$ cat config.mk
export PLATFORM = sky130hd
export DESIGN_NAME = wh_output_alloc
export DESIGN_NICKNAME = d
export VERILOG_FILES = /design/src/rtl/noc_pkg.sv /design/src/rtl/credit_cnt.sv /design/src/rtl/wh_output_alloc.sv
export SDC_FILE = /design/constraint.sdc
export NUM_CORES = 1
export LEC_CHECK = 0
export CORE_ASPECT_RATIO = 1.1
export CORE_UTILIZATION = 30
export CTS_BUF_LIST = sky130_fd_sc_hd__clkbuf_8 sky130_fd_sc_hd__clkbuf_16
export DETAILED_ROUTE_END_ITERATION = 10
export PLACE_DENSITY_LB_ADDON = 0.05
export SYNTH_ARGS = -nofsm -noshare
export SYNTH_HDL_FRONTEND = slang
export SYNTH_HIERARCHICAL = 1
export SYNTH_SLANG_ARGS = --single-unit
$ cat constraint.sdc
create_clock -name clk -period 5.4 [get_ports clk]
set_input_delay 0.54 -clock clk [delete_from_list [all_inputs] [get_ports clk]]
set_output_delay 0.54 -clock clk [all_outputs]
set_load 0.01 [all_outputs]
$ cat src/rtl/noc_pkg.sv
`default_nettype none
// ============================================================================
//  Module      : noc_pkg
//  Description : Shared NoC router types. These are the flit type encoding
//                carried beside each buffered flit, and the wormhole
//                allocator state encoding.
//  Revision    : 1.0 - initial release
// ============================================================================
package noc_pkg;

    typedef enum logic [1:0] {
        HEAD   = 2'b00,
        BODY   = 2'b01,
        TAIL   = 2'b10,
        SINGLE = 2'b11
    } flit_type_t;

    typedef enum logic {
        IDLE   = 1'b0,
        LOCKED = 1'b1
    } alloc_state_t;

endpackage
`default_nettype wire

$ cat src/rtl/credit_cnt.sv
`default_nettype none
// ============================================================================
//  Module      : credit_cnt
//  Description : Downstream credit counter. It resets to DEPTH, decrements
//                on a sent flit and increments on a returned credit. When
//                both happen in the same cycle the count does not change. A
//                return that would exceed DEPTH saturates the count and
//                raises ovf for that cycle.
//  Ports       : clk, rst (async, active-high)
//                dec   - a flit was forwarded this cycle
//                inc   - downstream returned one credit this cycle
//                cnt   - current credit count
//                avail - cnt != 0
//                ovf   - credit returned while already full (1-cycle pulse)
//  Revision    : 1.0 - initial release
// ============================================================================
module credit_cnt #(
    parameter int DEPTH = 4,
    parameter int CW    = $clog2(DEPTH + 1)
) (
    input  logic          clk,
    input  logic          rst,
    input  logic          dec,
    input  logic          inc,
    output logic [CW-1:0] cnt,
    output logic          avail,
    output logic          ovf
);

    localparam logic [CW-1:0] c_FULL = CW'(DEPTH);

    logic [CW-1:0] r_cnt;
    logic [CW-1:0] w_cnt_nxt;

    always_comb begin
        w_cnt_nxt = r_cnt;
        ovf       = 1'b0;
        if (inc && !dec) begin
            if (r_cnt == c_FULL) begin
                ovf = 1'b1;
            end else begin
                w_cnt_nxt = r_cnt + 1'b1;
            end
        end else if (dec && !inc) begin
            // The allocator never forwards at zero credits. The guard
            // stops a misbehaving user from wrapping the count.
            if (r_cnt != '0) begin
                w_cnt_nxt = r_cnt - 1'b1;
            end
        end
    end

    always_ff @(posedge clk or posedge rst) begin
        if (rst) begin
            r_cnt <= c_FULL;
        end else begin
            r_cnt <= w_cnt_nxt;
        end
    end

    assign cnt   = r_cnt;
    assign avail = (r_cnt != '0);

endmodule
`default_nettype wire

$ cat src/rtl/wh_output_alloc.sv
`default_nettype none
// ============================================================================
//  Module      : wh_output_alloc
//  Description : Per-output-port wormhole switch allocator. In IDLE it picks
//                one HEAD/SINGLE requester round-robin. A HEAD locks the
//                output to that input until its TAIL has passed. Every
//                transfer is gated on downstream credits. A grant pops the
//                input buffer in the same cycle, so there is no ack.
//  Ports       : clk, rst (async, active-high)
//                req[N]         - input i has a flit for this output
//                flit_type[2N]  - type of input i's head flit, bits [2i+1:2i]
//                credit_in      - downstream freed one slot (pulse)
//                grant[N]       - one-hot pop/transfer strobe
//                grant_idx      - index of granted input, 0 when no grant
//                fwd            - a flit crosses the output this cycle
//                busy           - output locked to a packet
//                credits        - current downstream credit count
//                err            - sticky protocol error
//  Revision    : 1.0 - initial release
// ============================================================================
module wh_output_alloc
    import noc_pkg::*;
#(
    parameter int N     = 5,
    parameter int DEPTH = 4,
    parameter int CW    = $clog2(DEPTH + 1)
) (
    input  logic                 clk,
    input  logic                 rst,
    input  logic [N-1:0]         req,
    input  logic [2*N-1:0]       flit_type,
    input  logic                 credit_in,
    output logic [N-1:0]         grant,
    output logic [$clog2(N)-1:0] grant_idx,
    output logic                 fwd,
    output logic                 busy,
    output logic [CW-1:0]        credits,
    output logic                 err
);

    localparam int c_IW = $clog2(N);

    alloc_state_t    r_state;
    alloc_state_t    w_state_nxt;
    logic [c_IW-1:0] r_owner;
    logic [c_IW-1:0] w_owner_nxt;
    logic [c_IW-1:0] r_last;
    logic [c_IW-1:0] w_last_nxt;
    logic            r_err;
    logic            w_err_nxt;

    logic [N-1:0]    w_grant;
    logic [c_IW-1:0] w_idx;
    logic [c_IW-1:0] w_sel;
    logic [c_IW-1:0] w_pos;
    logic            w_found;
    int              w_cand;
    logic            w_avail;
    logic            w_ovf;

    flit_type_t      w_ft [N];

    genvar gi;
    generate
        for (gi = 0; gi < N; gi++) begin : g_ft
            assign w_ft[gi] = flit_type_t'(flit_type[2*gi +: 2]);
        end
    endgenerate

    always_comb begin
        w_grant     = '0;
        w_idx       = '0;
        w_sel       = '0;
        w_pos       = '0;
        w_found     = 1'b0;
        w_cand      = 0;
        w_state_nxt = r_state;
        w_owner_nxt = r_owner;
        w_last_nxt  = r_last;
        w_err_nxt   = r_err | w_ovf;

        case (r_state)
            IDLE: begin
                // Round-robin scan starts just after the last winner and
                // wraps. The last winner itself is visited last.
                for (int k = 1; k <= N; k++) begin
                    w_cand = int'(r_last) + k;
                    if (w_cand >= N) begin
                        w_cand = w_cand - N;
                    end
                    w_pos = c_IW'(w_cand);
                    if (!w_found && req[w_pos] &&
                        (w_ft[w_pos] == HEAD || w_ft[w_pos] == SINGLE)) begin
                        w_found = 1'b1;
                        w_sel   = w_pos;
                    end
                end
                // A BODY or TAIL with no open packet is a protocol error.
                for (int i = 0; i < N; i++) begin
                    if (req[i] && (w_ft[i] == BODY || w_ft[i] == TAIL)) begin
                        w_err_nxt = 1'b1;
                    end
                end
                if (w_found && w_avail) begin
                    w_grant[w_sel] = 1'b1;
                    w_idx          = w_sel;
                    w_last_nxt     = w_sel;
                    if (w_ft[w_sel] == HEAD) begin
                        w_state_nxt = LOCKED;
                        w_owner_nxt = w_sel;
                    end
                end
            end

            LOCKED: begin
                // Only the owner matters here. When the owner drops req,
                // the lock is held with no timeout.
                if (req[r_owner]) begin
                    case (w_ft[r_owner])
                        BODY: begin
                            if (w_avail) begin
                                w_grant[r_owner] = 1'b1;
                                w_idx            = r_owner;
                            end
                        end
                        TAIL: begin
                            if (w_avail) begin
                                w_grant[r_owner] = 1'b1;
                                w_idx            = r_owner;
                                w_state_nxt      = IDLE;
                            end
                        end
                        default: begin
                            w_err_nxt = 1'b1;
                        end
                    endcase
                end
            end

            default: begin
                w_state_nxt = IDLE;
            end
        endcase
    end

    always_ff @(posedge clk or posedge rst) begin
        if (rst) begin
            r_state <= IDLE;
            r_owner <= '0;
            r_last  <= c_IW'(N - 1);
            r_err   <= 1'b0;
        end else begin
            r_state <= w_state_nxt;
            r_owner <= w_owner_nxt;
            r_last  <= w_last_nxt;
            r_err   <= w_err_nxt;
        end
    end

    // Outputs are forced quiet during reset. Otherwise a requester could
    // pop its buffer while the allocator is being cleared.
    assign grant     = rst ? '0 : w_grant;
    assign grant_idx = rst ? '0 : w_idx;
    assign fwd       = |grant;
    assign busy      = (r_state == LOCKED);
    assign err       = r_err;

    credit_cnt #(
        .DEPTH (DEPTH),
        .CW    (CW)
    ) u_credit_cnt (
        .clk   (clk),
        .rst   (rst),
        .dec   (fwd),
        .inc   (credit_in),
        .cnt   (credits),
        .avail (w_avail),
        .ovf   (w_ovf)
    );

endmodule
`default_nettype wire

After elaboration in Yosys (flattened, before gate mapping)
Cells that the tools add are included.
{"block": "word_totals", "ff_bits": 11, "latch_bits": 0, "ramBits": 0, "mem_bits_ro": 0, "in_bits": 18, "wordCells": 210, "n_memories": 0}
{"block": "classes", "addsub": 12, "multipliers": 0, "div_mod_pow": 0, "order_cmp": 21, "n_eq_ne": 19, "n_shift": 0, "muxes": 95, "n_bitwise": 9, "reduce_logical": 49}
{"cell": "two-way mux 3 bit", "n": 25}
{"cell": "binary-select mux 2 bit (select 3 bit)", "n": 7}
{"cell": "two-way mux 1 bit", "n": 32}
{"cell": "greater-or-equal comparator 4 bit (second input constant)", "n": 7}
{"cell": "< comparator 3 x 4 -> 1 bit (second input constant)", "n": 7}
{"cell": "two-way mux 2 bit", "n": 14}
{"cell": "NOT 3 -> 4 bit", "n": 7}
{"cell": "two-way mux 5 bit", "n": 5}
{"cell": "== test 2 bit (second input constant)", "n": 11}
{"cell": "greater-or-equal comparator 4 x 3 -> 1 bit (second input constant)", "n": 5}
{"cell": "logical AND 1 bit", "n": 19}
{"cell": "binary-select mux 1 bit (select 3 bit)", "n": 6}
{"cell": "subtractor 3 bit (second input constant)", "n": 5}
{"cell": "== test 2 x 1 -> 1 bit (second input constant)", "n": 6}
{"cell": "logical NOT 2 bit", "n": 6}
{"cell": "logical OR 1 bit", "n": 10}
{"cell": "one-hot mux 5 bit (2 select lines)", "n": 1}
{"cell": "adder 3 x 2 -> 4 bit (second input constant)", "n": 2}
{"cell": "adder 3 x 3 -> 4 bit (second input constant)", "n": 2}
{"cell": "demux 1 bit (select 3 bit)", "n": 2}
{"cell": "greater-or-equal comparator 3 x 1 -> 1 bit (second input constant)", "n": 2}
{"cell": "logical NOT 1 bit", "n": 6}
{"cell": "one-hot mux 3 bit (2 select lines)", "n": 1}
{"cell": "AND reduction 3 bit", "n": 2}
{"cell": "other kinds (13)", "n": 15}

Logic depth before layout (Yosys ltp)
{"block": "depth", "depth_word": 51, "mapped_depth": 23, "ltp_nobuf": 21}

Hierarchy
Netlist, hierarchy kept.
{"module": "wh_output_alloc", "n_inst": 1, "cells_each": 279, "area_per_inst_um2": 2079.5, "seq_area_each_um2": 201.4}
{"module": "credit_cnt", "n_inst": 1, "cells_each": 27, "area_per_inst_um2": 225.2, "seq_area_each_um2": 76.3}

Worst setup path after synthesis
OpenSTA, ideal clock, no wires.
{"block": "synth_path", "path_type": "register to register", "startpoint": "register r_last[2]", "endpoint": "register u_credit_cnt.r_cnt[2] (netlist: u_credit_cnt/cnt[2])", "setup_time_ns": 0.073, "arrival_time_ns": 5.112, "required_ns": 5.327, "setup_slack_ns": 0.215, "path_stages_with_launch": 22, "path_cell_list": "dfstp_2 -> buf_2 -> inv_1 -> ha_1 -> buf_2 -> a21oi_2 -> mux2i_1 -> mux2_1 -> a22o_1 -> and4bb_2 -> nand2_4 -> mux2i_4 -> nor2_2 -> a221o_1 -> a211o_1 -> inv_1 -> ha_1 -> inv_1 -> fa_1 -> or2_1 -> o21ai_2 -> o2bb2ai_1"}
{"block": "synth_between", "elab_chain_cells": 45, "elab_cells_between_ends": 117, "cone_classes": "add/sub (10); order compare (7); eq/ne (6); mux (57); bitwise (5); reduce/logical (32)"}
{"item": "from (decl)", "line_no": "wh_output_alloc.sv:47", "source": "logic [c_IW-1:0] r_last;"}
{"item": "from (signal assigned)", "line_no": "wh_output_alloc.sv:150", "source": "r_last <= c_IW'(N - 1);"}
{"item": "from (signal assigned)", "line_no": "wh_output_alloc.sv:155", "source": "r_last <= w_last_nxt;"}
{"item": "adder 3 x 1 -> 4 bit", "line_no": "wh_output_alloc.sv:87", "source": "w_cand = int'(r_last) + k;"}
{"item": "greater-or-equal comparator 4 x 3 -> 1 bit or subtractor 3 bit (tied branches)", "line_no": "wh_output_alloc.sv:88, wh_output_alloc.sv:89"}
{"item": "two-way mux 3 bit", "line_no": "wh_output_alloc.sv:88", "source": "if (w_cand >= N) begin"}
{"item": "two-way mux 3 bit", "line_no": "wh_output_alloc.sv:82", "source": "case (r_state)"}
{"item": "NOT 3 -> 4 bit (not written as such)", "line_no": "wh_output_alloc.sv:93", "source": "(w_ft[w_pos] == HEAD || w_ft[w_pos] == SINGLE)) begin"}
{"item": "binary-select mux 2 bit (select 3 bit)", "line_no": "wh_output_alloc.sv:93"}
{"item": "two-way mux 2 bit (not written as such) (2 in series)", "line_no": "wh_output_alloc.sv:93"}
{"item": "== test 2 bit or logical NOT 2 bit (tied branches)", "line_no": "wh_output_alloc.sv:93"}
{"item": "(+29 left out)"}
{"item": "one-hot mux 5 bit (2 select lines) (*)", "line_no": "wh_output_alloc.sv:82"}
{"item": "two-way mux 5 bit (*)", "line_no": "wh_output_alloc.sv:162", "source": "assign grant = rst ? '0 : w_grant;"}
{"item": "OR reduction 5 bit (*)", "line_no": "wh_output_alloc.sv:164", "source": "assign fwd = |grant;"}
{"item": "named net fwd", "line_no": "wh_output_alloc.sv:35", "source": "output logic fwd,"}
{"item": "logical NOT 1 bit", "line_no": "credit_cnt.sv:38", "source": "if (inc && !dec) begin"}
{"item": "logical AND 1 bit", "line_no": "credit_cnt.sv:38"}
{"item": "!= test 2 bit (no line) or nonzero test 2 bit (tied branches)"}
{"item": "AND reduction 3 bit (no line)"}
{"item": "to (signal assigned)", "line_no": "credit_cnt.sv:55", "source": "r_cnt <= c_FULL;"}
{"item": "to (signal assigned)", "line_no": "credit_cnt.sv:57", "source": "r_cnt <= w_cnt_nxt;"}
{"item": "to (decl)", "line_no": "credit_cnt.sv:32", "source": "logic [CW-1:0] r_cnt;"}
The timed path passes the listed nets; every way through them passes the cells marked *. The select of a mux whose other input is x is not followed.
A chain may end at the register's enable or synchronous reset.

Final worst setup path
{"block": "layout_path", "startpoint": "register r_last[0]", "endpoint": "output fwd"}
{"block": "layout_between", "elab_chain_cells": 41, "elab_cells_between_ends": 109, "cone_classes": "add/sub (10); order compare (7); eq/ne (5); mux (56); bitwise (5); reduce/logical (26)"}
{"item": "adder 3 x 1 -> 4 bit", "line_no": "wh_output_alloc.sv:87"}
{"item": "greater-or-equal comparator 4 x 3 -> 1 bit or subtractor 3 bit (tied branches)", "line_no": "wh_output_alloc.sv:88, wh_output_alloc.sv:89"}
{"item": "two-way mux 3 bit", "line_no": "wh_output_alloc.sv:88"}
{"item": "two-way mux 3 bit", "line_no": "wh_output_alloc.sv:82"}
{"item": "NOT 3 -> 4 bit (not written as such)", "line_no": "wh_output_alloc.sv:93"}
{"item": "binary-select mux 2 bit (select 3 bit)", "line_no": "wh_output_alloc.sv:93"}
{"item": "two-way mux 2 bit (not written as such) (2 in series)", "line_no": "wh_output_alloc.sv:93"}
{"item": "== test 2 bit or logical NOT 2 bit (tied branches)", "line_no": "wh_output_alloc.sv:93"}
{"item": "(+24 left out)"}
{"item": "< comparator 3 x 4 -> 1 bit (not written as such) or greater-or-equal comparator 3 x 1 -> 1 bit (tied branches)", "line_no": "wh_output_alloc.sv:105", "source": "w_grant[w_sel] = 1'b1;"}
{"item": "logical AND 1 bit (not written as such)", "line_no": "wh_output_alloc.sv:105"}
{"item": "two-way mux 1 bit (not written as such)", "line_no": "wh_output_alloc.sv:105"}
{"item": "demux 1 bit (select 3 bit)", "line_no": "wh_output_alloc.sv:105"}
{"item": "two-way mux 5 bit (*)", "line_no": "wh_output_alloc.sv:104", "source": "if (w_found && w_avail) begin"}
{"item": "one-hot mux 5 bit (2 select lines) (*)", "line_no": "wh_output_alloc.sv:82"}
{"item": "two-way mux 5 bit (*)", "line_no": "wh_output_alloc.sv:162"}
{"item": "OR reduction 5 bit (*)", "line_no": "wh_output_alloc.sv:164"}
{"item": "to (decl)", "line_no": "wh_output_alloc.sv:35"}
Mark *: on every way between the ends. The rest lies on a longest branch, timed or not. The select of a mux whose other input is x is not followed.

==> reports/qor.csv <==
stage,metric,value,unit
logic_synthesis,yosys.area.top_type,dfrtp_1,
worst_hold_path,min_path_type,flip-flop to flip-flop,
logic_synthesis,synth_top_family_by_area,compound AO/OA/AOI/OAI gates,
floorplanning,die_h,93.9,microns
placed_design,gp_congestion,0.845,
cells_and_area,fin_cells,433,
sta,timing.final.crit_share,0.936,
clock_tree,cts_buffers,3,
logic_synthesis,syn_area,2300,sq um
sta,tightest_slew,0.688,ns
pwr,leakage,1.18,nW
critical_path,crit_path_end_kind,primary output,
drt,antenna_left,0,
logic_synthesis,ys_seq_area_frac,0.121,
sta,setup_viol,0,
drt,wl_per_cell,18.8,microns
global_route,antenna_found_initial,0,
critical_path,worstSetupStartpointType,flip-flop,
sta,skew,0.00323,ns
pwr,power.total,2.18,mW
worst_hold_path,min_path_cells,2,
floorplanning,core,7430,sq um
placed_design,dpl.hpwl,6570,microns
global_route,grt_pass1_wl,13100,microns
pwr,pwr_density_cell,762,nW/um^2
sta,slew_viol_final,0,
clock_tree,cts_num_sinks,11,
drt,wirelength,8130,microns
global_route,grt_max_degree,31,
logic_synthesis,ys_ff_latch,11,
critical_path,crit_fanout,8,
placed_design,place_inst,429,
cells_and_area,final_nets,379,
drt,drtPass1Iterations,5,
logic_synthesis,synthCells,306,
critical_path,worstSetupPathType,flip-flop to primary output,
logic_synthesis,yosys_warnings,6,
global_route,grt_use_met3,0.0167,
global_route,grt_pass1_vias,2420,
sta,slew_headroom,0.538,
pwr,peakVddDrop,0.231,mV
critical_path,cp_data_required_time,4.86,ns
job,maxCapViolCount,0,
sta,hold_violations,0,
cells_and_area,layout-drive-gt1-share,0.147,
cells_and_area,synthToLayoutAreaGrowth,24.0,%
logic_synthesis,avgSynthCellArea,7.53,sq um
logic_synthesis,yosysUniqueCellTypes,77,
floorplanning,die-area,8040,sq um
logic_synthesis,syn-num-nets,338,
logic_synthesis,synth_area_leaders,"dfrtp_1 9.8%, ha_1 6.5%, mux2i_1 5.6%",
logic_synthesis,yosysTopAreaCellShare,0.0977,
logic_synthesis,synth_xor_area_frac,0.0380,
logic_synthesis,synthArstFlopShare,1.00,
status,status,completed,
logic_synthesis,synthMuxAreaShare,0.104,
placed_design,port-buffer-count,31,
global_route,grt.busiest_layer,met2,
drt,vias_per_cell,5.76,
drt,drc,0,
clock_tree,cts_root_buffer,clkbuf_8,
cells_and_area,fill_cells,812,
floorplanning,start_util,0.310,
clock_tree,clockBufferDepth,2,
floorplanning,die_w,85.6,microns
logic_synthesis,ys.flop_type,dfrtp_1,
cells_and_area,antenna_cells,0,
critical_path,r2r_cells,21,
drt,vias,2493,
logic_synthesis,synth_compound_area_frac,0.321,
floorplanning,pin_count,32,
sta,finalCriticalPeriod,5.05,ns
clock_tree,cts.reportedPaths.clkPinSlew,0.06,ns
global_route,grt_use_total,0.212,
global_route,overflow,0,
global_route,grt_use_met1,0.276,
drt,drtIter0Drc,174,
logic_synthesis,synth_edf_count,0,
clock_tree,cts_tree,done,
clock_tree,postCtsSetupBuffers,0,
logic_synthesis,yosys.area_share.simple,0.271,
critical_path,crit_arrival,4.51,ns
logic_synthesis,synth_fa_ha_area_frac,0.0825,
clock_tree,cts_max_level,1,
sta,fmax,198,MHz
floorplanning,fp-row-count,33,
clock_tree,clock_latency,0.24,ns
global_route,met2_usage,0.366,
==> critical path, stage by stage (launching register included) <==
cell and delay [ns]:
dfrtp_1 0.38, inv_2 0.13, ha_1 0.19, inv_1 0.05
fa_1 0.50, buf_4 0.20, a2bb2oi_1 0.13, or3_1 0.34
o2111ai_2 0.13, nand3b_2 0.17, and4bb_2 0.40, nand2_4 0.09
mux2i_4 0.21, buf_4 0.19, o41ai_2 0.43, a211o_1 0.17
clkdlybuf4s50_1 0.54
==> synth_stat cells, types with 3 or more instances <==
master / number
nand2b_1: 8
a32o_1: 4
a31oi_1: 6
nor2_1: 30
a2bb2oi_1: 3
mux2_1: 3
dfrtp_1: 9
ha_1: 12
a22oi_1: 5
xnor2_1: 8
o21ai_1: 5
o211ai_1: 6
a21boi_0: 3
o22ai_1: 6
nand2_1: 29
buf_2: 3
mux2i_1: 13
o21ai_0: 12
nand3b_1: 3
inv_1: 21
nor2b_1: 4
nor3_1: 8
a21oi_1: 13
o21a_1: 3
clkbuf_1: 6
nand3_1: 12
==> stage by stage <==
stage | setup slack (ns) | setup TNS (ns) | hold slack, ns | area (sq um) | util
finish | 0.346 | 0 | 0.511 | 2860 | 0.385
floorplan | 0.215 | 0 | 0.293 | 2300 | -
global route | -0.00451 | -0.00451 | 0.528 | 2860 | 0.385
CTS | 0.0845 | 0 | 0.521 | 2830 | 0.381
detailed placement | 0.273 | 0 | 0.497 | 2780 | 0.375
global placement | 0.253 | 0 | 0.516 | 2780 | 0.375
==> registers in the layout, summed over array words and instances, names as in the netlist <==
register and flops:
r_owner 3, busy 1, r_last 3, u_credit_cnt/cnt 3, err 1
==> cell usage in the layout (no fill, tap or decap), types with 5 or more instances in the layout <==
master | synthesis | routed
nand3_1 | 12 | 12
dfrtp_1 | 9 | 8
o211ai_1 | 6 | 6
ha_1 | 12 | 12
nand2b_1 | 8 | 8
clkdlybuf4s50_1 | 0 | 31
buf_4 | 1 | 17
a31oi_1 | 6 | 6
nand2_1 | 29 | 29
a22oi_1 | 5 | 5
inv_1 | 21 | 20
o22ai_1 | 6 | 6
nor2_1 | 30 | 30
xnor2_1 | 8 | 8
nor3_1 | 8 | 8
o21ai_0 | 12 | 12
a21oi_1 | 13 | 13
mux2i_1 | 13 | 13
==> cell families after synthesis <==
group,after synthesis
xor+xnor,10
mux,21
simple gates,120
compound gates,97
flops,11
fa+ha+maj,14
buf+inv,33
==> routing by layer <==
layer	vias to the layer above	share of wire
li1	1224	-
met1	1181	0.45
met2	74	0.49
met3	14	0.041
met4	0	0.020
met5	-	0
==> timing repair <==
item,CTS,global route
hold buffers,0,0
resized for setup,0,7
setup endpoints to repair,0,4
==> final timing paths <==
check | from | end | slack [ns]
setup / recovery | r_last[0] | fwd | 0.35
hold / removal | err | err | 0.51
setup reg to reg | r_last[0] | u_credit_cnt/cnt[2] | 0.37
hold reg to reg | err | err | 0.51
max in group asynchronous | rst | r_last[2] | 4.17
min in group asynchronous | rst | u_credit_cnt/cnt[0] | 0.76
==> layout make-up <==
| cell class | instances | area, sq um | area share |
|---|---|---|---|
| multi-input combinational | 262 | 1910 | 0.667 |
| clock inverter | 1 | 5.00 | 0.00175 |
| timing repair buffer | 48 | 438 | 0.153 |
| sequential | 11 | 279 | 0.0976 |
| inverter | 21 | 78.8 | 0.0276 |
| clock buffer | 3 | 41.3 | 0.0144 |
| tap | 87 | 109 | 0.0381 |
==> power breakdown <==
| group | switching, mW | internal (mW) |
|---|---|---|
| clock network | 0.0341 | 0.0509 |
| registers | 0.0662 | 0.120 |
| logic | 1.09 | 0.820 |
Note: power is estimated with default switching activity, not from simulation.
